**src/rtl/decode_issue_if.sv**
```systemverilog
// Fetch-side and issue-side handshake bundle for the decode/issue stage.
// master: fetch + EX environment view; slave: the decode/issue stage view.
// Both channels use valid/ready; payload is qualified by the matching valid.
interface decode_issue_if #(
  parameter int XLEN = 32
);
  logic            if_valid;
  logic            if_ready;
  logic [31:0]     if_instr;
  logic [XLEN-1:0] if_pc;

  logic            id_valid;
  logic            ex_ready;
  logic [XLEN-1:0] id_pc;
  logic [XLEN-1:0] id_imm;
  logic [6:0]      id_opcode;
  logic [2:0]      id_funct3;
  logic [6:0]      id_funct7;
  logic [4:0]      id_rd;
  logic            id_w_en;
  logic            id_illegal;

  modport master (
    output if_valid, if_instr, if_pc, ex_ready,
    input  if_ready, id_valid, id_pc, id_imm, id_opcode, id_funct3,
           id_funct7, id_rd, id_w_en, id_illegal
  );

  modport slave (
    input  if_valid, if_instr, if_pc, ex_ready,
    output if_ready, id_valid, id_pc, id_imm, id_opcode, id_funct3,
           id_funct7, id_rd, id_w_en, id_illegal
  );
endinterface

```
**src/rtl/decode_issue_stage.sv**
```systemverilog
// RV32I decode/issue stage with a RAW/WAW scoreboard; optional stall counter via DECODE_STALL_CNT_EN.
// Latency: 2 cycles fetch-to-EX minimum (capture into decode slot, then issue slot).
// Backpressure: if_ready drops while the decode slot is held by a hazard or a stalled issue slot.
module decode_issue_stage #(
  parameter int XLEN = 32,
  parameter int NREG = 32
) (
  input  logic        clk,
  input  logic        rst_n,
  decode_issue_if.slave bus,
  input  logic        flush,
  output logic [4:0]  r1,
  output logic [4:0]  r2,
  output logic        r_en,
  input  logic        wb_valid,
  input  logic [4:0]  wb_rd,
  output logic        stall_haz
`ifdef DECODE_STALL_CNT_EN
  ,
  output logic [31:0] stall_cnt
`endif
);

  localparam logic [6:0] OPC_LUI    = 7'b0110111;
  localparam logic [6:0] OPC_AUIPC  = 7'b0010111;
  localparam logic [6:0] OPC_JAL    = 7'b1101111;
  localparam logic [6:0] OPC_JALR   = 7'b1100111;
  localparam logic [6:0] OPC_BRANCH = 7'b1100011;
  localparam logic [6:0] OPC_LOAD   = 7'b0000011;
  localparam logic [6:0] OPC_STORE  = 7'b0100011;
  localparam logic [6:0] OPC_OPIMM  = 7'b0010011;
  localparam logic [6:0] OPC_OP     = 7'b0110011;
  localparam logic [6:0] OPC_FENCE  = 7'b0001111;
  localparam logic [6:0] OPC_SYSTEM = 7'b1110011;

  typedef enum logic [1:0] {EMPTY, FULL, STALL_HAZ, STALL_BP} state_t;

  state_t          state, state_nxt;
  logic [31:0]     dec_instr;
  logic [XLEN-1:0] dec_pc;
  logic            dec_valid;
  logic [NREG-1:0] sb_pending, sb_nxt, busy_vec;
  logic            use_rs1, use_rs2, wr_op, illegal, wen;
  logic [XLEN-1:0] imm;
  logic            hazard, issue, fire_in;

  wire [6:0] opc = dec_instr[6:0];
  wire [4:0] rd  = dec_instr[11:7];
  wire [4:0] rs1 = dec_instr[19:15];
  wire [4:0] rs2 = dec_instr[24:20];

  assign dec_valid = (state != EMPTY);

  // Classify the decode-slot opcode: source use, destination write, immediate format.
  always_comb begin
    use_rs1 = 1'b0;
    use_rs2 = 1'b0;
    wr_op   = 1'b0;
    illegal = 1'b0;
    imm     = '0;
    case (opc)
      OPC_LUI, OPC_AUIPC: begin
        wr_op = 1'b1;
        imm   = {{(XLEN-31){dec_instr[31]}}, dec_instr[30:12], 12'b0};
      end
      OPC_JAL: begin
        wr_op = 1'b1;
        imm   = {{(XLEN-20){dec_instr[31]}}, dec_instr[19:12], dec_instr[20],
                 dec_instr[30:21], 1'b0};
      end
      OPC_JALR, OPC_LOAD, OPC_OPIMM: begin
        use_rs1 = 1'b1;
        wr_op   = 1'b1;
        imm     = {{(XLEN-12){dec_instr[31]}}, dec_instr[31:20]};
      end
      OPC_OP: begin
        use_rs1 = 1'b1;
        use_rs2 = 1'b1;
        wr_op   = 1'b1;
      end
      OPC_STORE: begin
        use_rs1 = 1'b1;
        use_rs2 = 1'b1;
        imm     = {{(XLEN-12){dec_instr[31]}}, dec_instr[31:25], dec_instr[11:7]};
      end
      OPC_BRANCH: begin
        use_rs1 = 1'b1;
        use_rs2 = 1'b1;
        imm     = {{(XLEN-12){dec_instr[31]}}, dec_instr[7], dec_instr[30:25],
                   dec_instr[11:8], 1'b0};
      end
      OPC_FENCE, OPC_SYSTEM: begin
        imm = {{(XLEN-12){dec_instr[31]}}, dec_instr[31:20]};
      end
      default: illegal = 1'b1;
    endcase
  end

  assign wen = wr_op && (rd != 5'd0);

  // Registers still owed a write: pending minus the one retiring now, plus the issue-slot writer.
  always_comb begin
    busy_vec = sb_pending;
    if (wb_valid) busy_vec[wb_rd] = 1'b0;
    if (bus.id_valid && bus.id_w_en) busy_vec[bus.id_rd] = 1'b1;
    busy_vec[0] = 1'b0;
  end

  assign hazard = (use_rs1 && busy_vec[rs1]) || (use_rs2 && busy_vec[rs2]) ||
                  (wen && busy_vec[rd]);
  assign issue  = dec_valid && !hazard && !flush && (!bus.id_valid || bus.ex_ready);
  assign bus.if_ready = !dec_valid || issue;
  assign fire_in = bus.if_valid && bus.if_ready && !flush;
  assign stall_haz = dec_valid && hazard;
  assign r_en = issue;
  assign r1 = rs1;
  assign r2 = rs2;

  // Decode-slot state: flush wins, a freed slot refills from fetch, otherwise record why it waits.
  always_comb begin
    state_nxt = state;
    if (flush) begin
      state_nxt = EMPTY;
    end else if (!dec_valid || issue) begin
      state_nxt = bus.if_valid ? FULL : EMPTY;
    end else if (hazard) begin
      state_nxt = STALL_HAZ;
    end else begin
      state_nxt = STALL_BP;
    end
  end

  // Decode-slot state register.
  always_ff @(posedge clk or negedge rst_n) begin
    if (!rst_n) state <= EMPTY;
    else        state <= state_nxt;
  end

  // Capture the fetched instruction into the decode slot.
  always_ff @(posedge clk or negedge rst_n) begin
    if (!rst_n) begin
      dec_instr <= '0;
      dec_pc    <= '0;
    end else if (fire_in) begin
      dec_instr <= bus.if_instr;
      dec_pc    <= bus.if_pc;
    end
  end

  // Issue slot: load on issue, drop when EX takes it without a replacement, squash on flush.
  always_ff @(posedge clk or negedge rst_n) begin
    if (!rst_n) begin
      bus.id_valid   <= 1'b0;
      bus.id_pc      <= '0;
      bus.id_imm     <= '0;
      bus.id_opcode  <= '0;
      bus.id_funct3  <= '0;
      bus.id_funct7  <= '0;
      bus.id_rd      <= '0;
      bus.id_w_en    <= 1'b0;
      bus.id_illegal <= 1'b0;
    end else if (flush) begin
      bus.id_valid <= 1'b0;
    end else if (issue) begin
      bus.id_valid   <= 1'b1;
      bus.id_pc      <= dec_pc;
      bus.id_imm     <= imm;
      bus.id_opcode  <= opc;
      bus.id_funct3  <= dec_instr[14:12];
      bus.id_funct7  <= dec_instr[31:25];
      bus.id_rd      <= rd;
      bus.id_w_en    <= wen;
      bus.id_illegal <= illegal;
    end else if (bus.id_valid && bus.ex_ready) begin
      bus.id_valid <= 1'b0;
    end
  end

  // Scoreboard update: writeback clears, handoff to EX sets (set wins); a squashed packet never sets.
  always_comb begin
    sb_nxt = sb_pending;
    if (wb_valid) sb_nxt[wb_rd] = 1'b0;
    if (bus.id_valid && bus.ex_ready && bus.id_w_en && !flush) sb_nxt[bus.id_rd] = 1'b1;
    sb_nxt[0] = 1'b0;
  end

  // Scoreboard register.
  always_ff @(posedge clk or negedge rst_n) begin
    if (!rst_n) sb_pending <= '0;
    else        sb_pending <= sb_nxt;
  end

`ifdef DECODE_STALL_CNT_EN
  // Count cycles where a held instruction could not issue for a reason other than flush.
  always_ff @(posedge clk or negedge rst_n) begin
    if (!rst_n) stall_cnt <= '0;
    else if (dec_valid && !issue && !flush) stall_cnt <= stall_cnt + 32'd1;
  end
`endif

endmodule

```
**src/flat_wrapper.sv**
```systemverilog
// flat-port wrapper written by rule: the top's interface ports become plain ports
module decode_issue_stage_flat 
#(
  parameter int XLEN = 32,
  parameter int NREG = 32
)
  (clk, rst_n, flush, r1, r2, r_en, wb_valid, wb_rd, stall_haz, bus_if_valid, bus_if_instr, bus_if_pc, bus_ex_ready, bus_if_ready, bus_id_valid, bus_id_pc, bus_id_imm, bus_id_opcode, bus_id_funct3, bus_id_funct7, bus_id_rd, bus_id_w_en, bus_id_illegal);
  decode_issue_if #(.XLEN(XLEN)) bus_i ();
  input  logic clk;
  input  logic rst_n;
  input  logic flush;
  output logic [4:0] r1;
  output logic [4:0] r2;
  output logic r_en;
  input  logic wb_valid;
  input  logic [4:0] wb_rd;
  output logic stall_haz;
  input wire logic [$bits(bus_i.if_valid)-1:0] bus_if_valid;
  input wire logic [$bits(bus_i.if_instr)-1:0] bus_if_instr;
  input wire logic [$bits(bus_i.if_pc)-1:0] bus_if_pc;
  input wire logic [$bits(bus_i.ex_ready)-1:0] bus_ex_ready;
  output wire logic [$bits(bus_i.if_ready)-1:0] bus_if_ready;
  output wire logic [$bits(bus_i.id_valid)-1:0] bus_id_valid;
  output wire logic [$bits(bus_i.id_pc)-1:0] bus_id_pc;
  output wire logic [$bits(bus_i.id_imm)-1:0] bus_id_imm;
  output wire logic [$bits(bus_i.id_opcode)-1:0] bus_id_opcode;
  output wire logic [$bits(bus_i.id_funct3)-1:0] bus_id_funct3;
  output wire logic [$bits(bus_i.id_funct7)-1:0] bus_id_funct7;
  output wire logic [$bits(bus_i.id_rd)-1:0] bus_id_rd;
  output wire logic [$bits(bus_i.id_w_en)-1:0] bus_id_w_en;
  output wire logic [$bits(bus_i.id_illegal)-1:0] bus_id_illegal;
  assign bus_i.if_valid = bus_if_valid;
  assign bus_i.if_instr = bus_if_instr;
  assign bus_i.if_pc = bus_if_pc;
  assign bus_i.ex_ready = bus_ex_ready;
  assign bus_if_ready = bus_i.if_ready;
  assign bus_id_valid = bus_i.id_valid;
  assign bus_id_pc = bus_i.id_pc;
  assign bus_id_imm = bus_i.id_imm;
  assign bus_id_opcode = bus_i.id_opcode;
  assign bus_id_funct3 = bus_i.id_funct3;
  assign bus_id_funct7 = bus_i.id_funct7;
  assign bus_id_rd = bus_i.id_rd;
  assign bus_id_w_en = bus_i.id_w_en;
  assign bus_id_illegal = bus_i.id_illegal;
  decode_issue_stage #(.XLEN(XLEN), .NREG(NREG)) u_core (.clk(clk), .rst_n(rst_n), .bus(bus_i), .flush(flush), .r1(r1), .r2(r2), .r_en(r_en), .wb_valid(wb_valid), .wb_rd(wb_rd), .stall_haz(stall_haz));
endmodule
```
**config.mk**
```make
export PLATFORM = sky130hd
export DESIGN_NAME = decode_issue_stage_flat
export DESIGN_NICKNAME = d
export VERILOG_FILES = /design/src/rtl/decode_issue_if.sv /design/src/rtl/decode_issue_stage.sv /design/src/flat_wrapper.sv
export SDC_FILE = /design/constraint.sdc
export NUM_CORES = 1
export LEC_CHECK = 0
export CAP_MARGIN = 20
export CORE_ASPECT_RATIO = 1.4
export CORE_MARGIN = 8
export CORE_UTILIZATION = 58
export CTS_BUF_LIST = sky130_fd_sc_hd__clkbuf_2 sky130_fd_sc_hd__clkbuf_4 sky130_fd_sc_hd__clkbuf_8
export DETAILED_ROUTE_END_ITERATION = 12
export PLACE_DENSITY_LB_ADDON = 0.05
export SETUP_SLACK_MARGIN = 0.05
export SYNTH_ARGS = -nofsm -noshare
export SYNTH_HDL_FRONTEND = slang
export SYNTH_SLANG_ARGS = --single-unit
export TNS_END_PERCENT = 50
```
**constraint.sdc**
```tcl
create_clock -name clk -period 10.95 [get_ports clk]
set_input_delay 3.285 -clock clk [delete_from_list [all_inputs] [get_ports clk]]
set_output_delay 3.285 -clock clk [all_outputs]
set_load 0.01 [all_outputs]
```
Word level (Yosys, flattened, before mapping)
Index checks and enable logic that the tools add are counted.

Register bits after elaboration: 186. Bits of input ports: 75. Output and inout port bits: 102. Logic and storage cells: 94.

$lt $le $gt $ge: 7. Equality and inequality tests: 11. Muxes and demuxes: 25. Bitwise operators: 4. Reductions and logical operators: 34.

Operators by type and width (number): $pmux 32 s5 (1); $mux 32 (3); $and 32x32->32 (1); $not 32->32 (1); $or 32x32->32 (1); $lt 5x6->1 const B (5); $eq 7x7->1 const B (4); $eq 7x6->1 const B (3); $logic_and 1x1->1 (16); $bmux 1 s5 (3); $eq 7x5->1 const B (2); $mux 1 (14); $reduce_or 11->1 (1); $demux 1 s5 (2); $ge 5x1->1 const B (2); $eq 7x2->1 const B (1); $eq 7x4->1 const B (1); $reduce_or 7->1 (1); $reduce_or 6->1 (1); $reduce_bool 5->1 (1); $reduce_or 5->1 (1); $logic_not 1->1 (4); $logic_or 1x1->1 (4); $mux 2 (2); other kinds (6) (6).

Depth between registers and ports, before layout
Depth after elaboration: 21. Gate-level depth with buffers: 12. Mapped depth without buffers: 9.

Worst setup path after synthesis
Ideal clock, no wire load.

Kind: input -> output. Start point: input wb_rd[0]. End point: output bus_if_ready. Arrival time: 5.666 ns. Required time: 7.665 ns. Slack: 1.999 ns. Cell stages on the path: 9. Path through: or2_0 o21ai_0 o21ai_0 mux4_2 a311o_1 a22oi_1 nand4_1 clkbuf_1 o21ai_0.

Longest elaborated chain between the ends: 19. Elaborated cells on any way between the ends: 26. Classes of those cells: order compare (2); mux (10); bitwise (3); reduce/logical (11).

Ends and longest elaborated chain: from (decl) (line flat_wrapper.sv:16) `input logic [4:0] wb_rd;`; $lt 5x6->1 (not written as such) / $ge 5x1->1 (equally long branches) (line decode_issue_stage.sv:104) `if (wb_valid) busy_vec[wb_rd] = 1'b0;`; $logic_and 1x1->1 (not written as such) (line decode_issue_stage.sv:104); $mux 1 (not written as such) (line decode_issue_stage.sv:104); $demux 1 s5 (*); $not 32->32 (no source line) (*); $and 32x32->32 (no source line) (*); $mux 32 (*) (line decode_issue_stage.sv:104); $or 32x32->32 (no source line); $mux 32 (*) (line decode_issue_stage.sv:105) `if (bus.id_valid && bus.id_w_en) busy_vec[bus.id_rd] = 1'b1;`; $bmux 1 s5 (line decode_issue_stage.sv:109) `assign hazard = (use_rs1 && busy_vec[rs1]) || (use_rs2 && busy_vec[rs2]) ||`; $mux 1 (not written as such) (line decode_issue_stage.sv:109); $logic_and 1x1->1 (line decode_issue_stage.sv:109); $logic_or 1x1->1 (line decode_issue_stage.sv:109); $logic_or 1x1->1 (*) (line decode_issue_stage.sv:109); $logic_not 1->1 (*) (line decode_issue_stage.sv:111) `assign issue = dec_valid && !hazard && !flush && (!bus.id_valid || bus.ex_ready);`; $logic_and 1x1->1 (*) (3 in series) (line decode_issue_stage.sv:111); $logic_or 1x1->1 (*) (line decode_issue_stage.sv:112) `assign bus.if_ready = !dec_valid || issue;`; to (decl) (line flat_wrapper.sv:22) `output wire logic [$bits(bus_i.if_ready)-1:0] bus_if_ready;`.

Mark *: on every way between the ends. The rest lies on a longest branch, timed or not. The select of a mux whose other input is x is not followed.

Worst setup path after layout
Start point: input wb_rd[2]. End point: output bus_if_ready.

Same word-level chain as after synthesis.

==> impl_metrics.env <==
export IMPL_status="finished, final reports clean"
export IMPL_fin_setup_tns_ps=0
export IMPL_clkPwrFrac=0.205
export IMPL_switchingPower_mw=0.791
export IMPL_syn_num_nets=892
export IMPL_yosysTopAreaCell="dfrtp_1"
export IMPL_synth_seq_cells=186
export IMPL_met2_usage=0.492
export IMPL_core_rowCount=54
export IMPL_netlist_area_sq_um=9180
export IMPL_diodes=0
export IMPL_grt_usage=0.283
export IMPL_postCtsHoldBufs=0
export IMPL_die_w_microns=122
export IMPL_end_kind="output pin"
export IMPL_synth_async_sr_flop_share=1.00
export IMPL_drc=0
export IMPL_fmax_ghz=0.0952
export IMPL_io_pins=177
export IMPL_busiest_layer="met2"
export IMPL_clock_sinks=186
export IMPL_layout_drive_gt1_share=0.0688
export IMPL_slowest_stage="or4b_1"
export IMPL_ys_types=67
export IMPL_finalHoldViolations=0
export IMPL_drv_slew=0
export IMPL_yosysTopAreaCellShare=0.507
export IMPL_p_int_mw=1.41
export IMPL_rsz0062_at_grt="false"
export IMPL_switching_share=0.359
export IMPL_ys_warnings_count=0
export IMPL_drt_wirelength_per_cell_microns=24.0
export IMPL_combPwrFrac=0.325
export IMPL_synth_flop_cell="dfrtp_1"
export IMPL_cp_top_family="simple AND/OR/NAND/NOR gates"
export IMPL_gp_congestion=0.977
export IMPL_postCtsSetupRepairBufs=0
export IMPL_slew_headroom=0.278
export IMPL_tightestPinTransition_ps=1080
export IMPL_grt_pass1_vias=7943
export IMPL_seq_power_share=0.470
export IMPL_setup_ws_ps=449
export IMPL_grt_pass1_wl_microns=43700
export IMPL_core_sq_um=15500
export IMPL_irDropWorstVdd_mv=0.134
export IMPL_total_power_mw=2.21
export IMPL_avgSynthCellArea_sq_um=11.2
export IMPL_synth_yosys_seq_area_share=0.507
export IMPL_setup_viol=0
export IMPL_critPathMaxFanout=16
export IMPL_placed_cell_area_sq_um=10900
export IMPL_first_pass_iters=7
export IMPL_via_per_inst=6.27
export IMPL_ant_nets=0
export IMPL_maxCapViolations=0
export IMPL_clock_path_buffers=2
export IMPL_ys_top_cells_by_area="dfrtp_1 (51%), mux2_1 (15%), o21ai_0 (4.8%), mux2i_1 (2.5%), a21oi_1 (2.2%)"
export IMPL_hpwl_microns=20700
export IMPL_cts_root_buf="clkbuf_8"
export IMPL_met3_usage=0.0773
export IMPL_worstPathArrival_ps=7220
export IMPL_nets=1036
export IMPL_cp_required_ps=7670
export IMPL_clock_insertion_delay_worst_skew_ps=470
export IMPL_power_leakage_nw=4.63
export IMPL_worstSetupStartpointType="input pin"
export IMPL_fin_crit_ps=10500
export IMPL_finalCritPeriodShare=0.959
export IMPL_pre_cts_ws_ps=551
export IMPL_p_per_area_nw_per_um2=195
export IMPL_die_h_microns=165
export IMPL_cts_htree_levels=4
export IMPL_critPathMaxStageDelay_ps=660
export IMPL_overflow=0
export IMPL_syn_inst=817
export IMPL_final_cell_mix="dfrtp_1 (186), clkdlybuf4s50_1 (175), mux2_1 (119)"
export IMPL_fin_worst_skew_ps=15.7
export IMPL_dieArea_sq_um=20200
export IMPL_place_inst=1137
export IMPL_final_area_sq_um=11300
export IMPL_cts_buffers=17
export IMPL_hp_class="flip-flop to flip-flop"
export IMPL_final_cells=1170
export IMPL_numPortBuffers=176
export IMPL_cts_clk_slew_worst_paths_ps=100
export IMPL_cts_tree="yes"
export IMPL_path_buf_inv=3
export IMPL_fill_cells=1074
export IMPL_wl_microns=28000
export IMPL_final_common_cell="dfrtp_1"
export IMPL_crit_type="input pin to output pin"
export IMPL_initial_utilization=0.591
export IMPL_antenna_found_initial=0
export IMPL_grtUsageMet1=0.302
export IMPL_crit_chain="clkdlybuf4s50_1, or4b_1, o21ai_0, nand3_1, a31oi_1, a2111oi_0, nor4_1, nand3b_1, buf_4, o21ai_0, clkdlybuf4s50_1"
export IMPL_post_cts_resized=0
export IMPL_vias=7339
export IMPL_drtIter0Drc=769
export IMPL_grt_max_degree=115
export IMPL_synth_edff_count=0
export IMPL_synthToLayoutAreaGrowth_pct=23.4
## layer usage
layer  up-vias  routed length (microns)
met1      3642                    10000
li1       3278                        -
met2       312                    14700
met4         0                     1410
met5         -                        0
met3       107                     1860
## synth_stat cells, types with 5 or more instances
library cell	instances
a21oi_1	40
nor2_1	24
nand2_1	51
inv_1	25
and3_1	5
o211ai_1	14
nand3b_1	6
a2111oi_0	5
buf_2	6
dfrtp_1	186
mux2_2	6
mux4_2	6
nor2b_1	10
o2111ai_1	7
nand2b_1	7
nor3_1	7
and2_1	5
o21ai_0	88
buf_4	18
o21ai_1	8
mux2_1	119
clkbuf_1	30
mux2i_1	23
nand3_1	19
nand4_1	9
nand4b_1	8
a22o_1	5
o31ai_1	9
buf_6	6
## state kept, by name, summed over array words and instances, names as in the netlist
signal                 cells
u_core.bus.id_w_en         1
u_core.bus.id_illegal      1
u_core.dec_instr          32
u_core.bus.id_funct3       3
u_core.bus.id_valid        1
u_core.bus.id_opcode       7
u_core.state               2
u_core.bus.id_rd           5
u_core.bus.id_funct7       7
u_core.bus.id_pc          32
u_core.dec_pc             32
u_core.sb_pending         31
u_core.bus.id_imm         32
## path summary, 6_finish.rpt
| check | start | end | slack [ps] | cells after the start |
|---|---|---|---|---|
| worst min-delay path | u_core.bus.id_imm[2] | u_core.bus.id_imm[2] | 490 | 1 |
| min in group asynchronous | rst_n | u_core.sb_pending[25] | 2730 | 1 |
| worst max-delay path | wb_rd[2] | bus_if_ready | 450 | 11 |
| max in group asynchronous | rst_n | u_core.dec_pc[19] | 6550 | 3 |
| worst max register to register | u_core.bus.id_rd[4] | u_core.bus.id_funct3[2] | 6330 | 10 |
| worst min register to register | u_core.bus.id_imm[2] | u_core.bus.id_imm[2] | 490 | 1 |
## worst register-to-register path, stage by stage, from the launching register on
cell and delay, ps:
dfrtp_1 730, nand3b_1 380, o21ai_0 280, mux4_2 530, a311o_1 340, a22oi_1 210, nand4_1 280, nor2_4 210
buf_4 310, buf_4 750, mux2_2 510
## per-stage QoR
step	hold slack [ps]	utilization
global placement	467	0.702
CTS	497	0.727
floorplan	449	-
finish	495	0.729
global route	514	0.729
detailed placement	474	0.702
## kinds of logic after synthesis
| group | Yosys count | synth area share |
|---|---|---|
| flip-flops | 186 | 0.507 |
| AO/OA/AOI/OAI | 209 | 0.141 |
| multiplexers | 154 | 0.193 |
| buffers and inverters | 87 | 0.0486 |
| AND/OR/NAND/NOR | 181 | 0.111 |
## power groups by stage
stage               clock network (mW)  registers [mW]  logic (mW)
finish                           0.452            1.04       0.717
global route                     0.484            1.06       0.767
CTS                              0.459            1.03       0.724
detailed placement                   0            1.04       0.718
global placement                     0            1.03       0.697
floorplan                            0           0.999       0.347
## area by class of cell
type	instances	area, sq um	area share
Tap cell	196	245	0.0216
Clock inverter	14	146	0.0129
Multi-Input combinational cell	544	4080	0.360
Inverter	25	93.8	0.00828
Clock buffer	18	241	0.0213
Timing Repair Buffer	187	1870	0.165
Sequential cell	186	4650	0.411
Power figures use the tool's default switching activity.
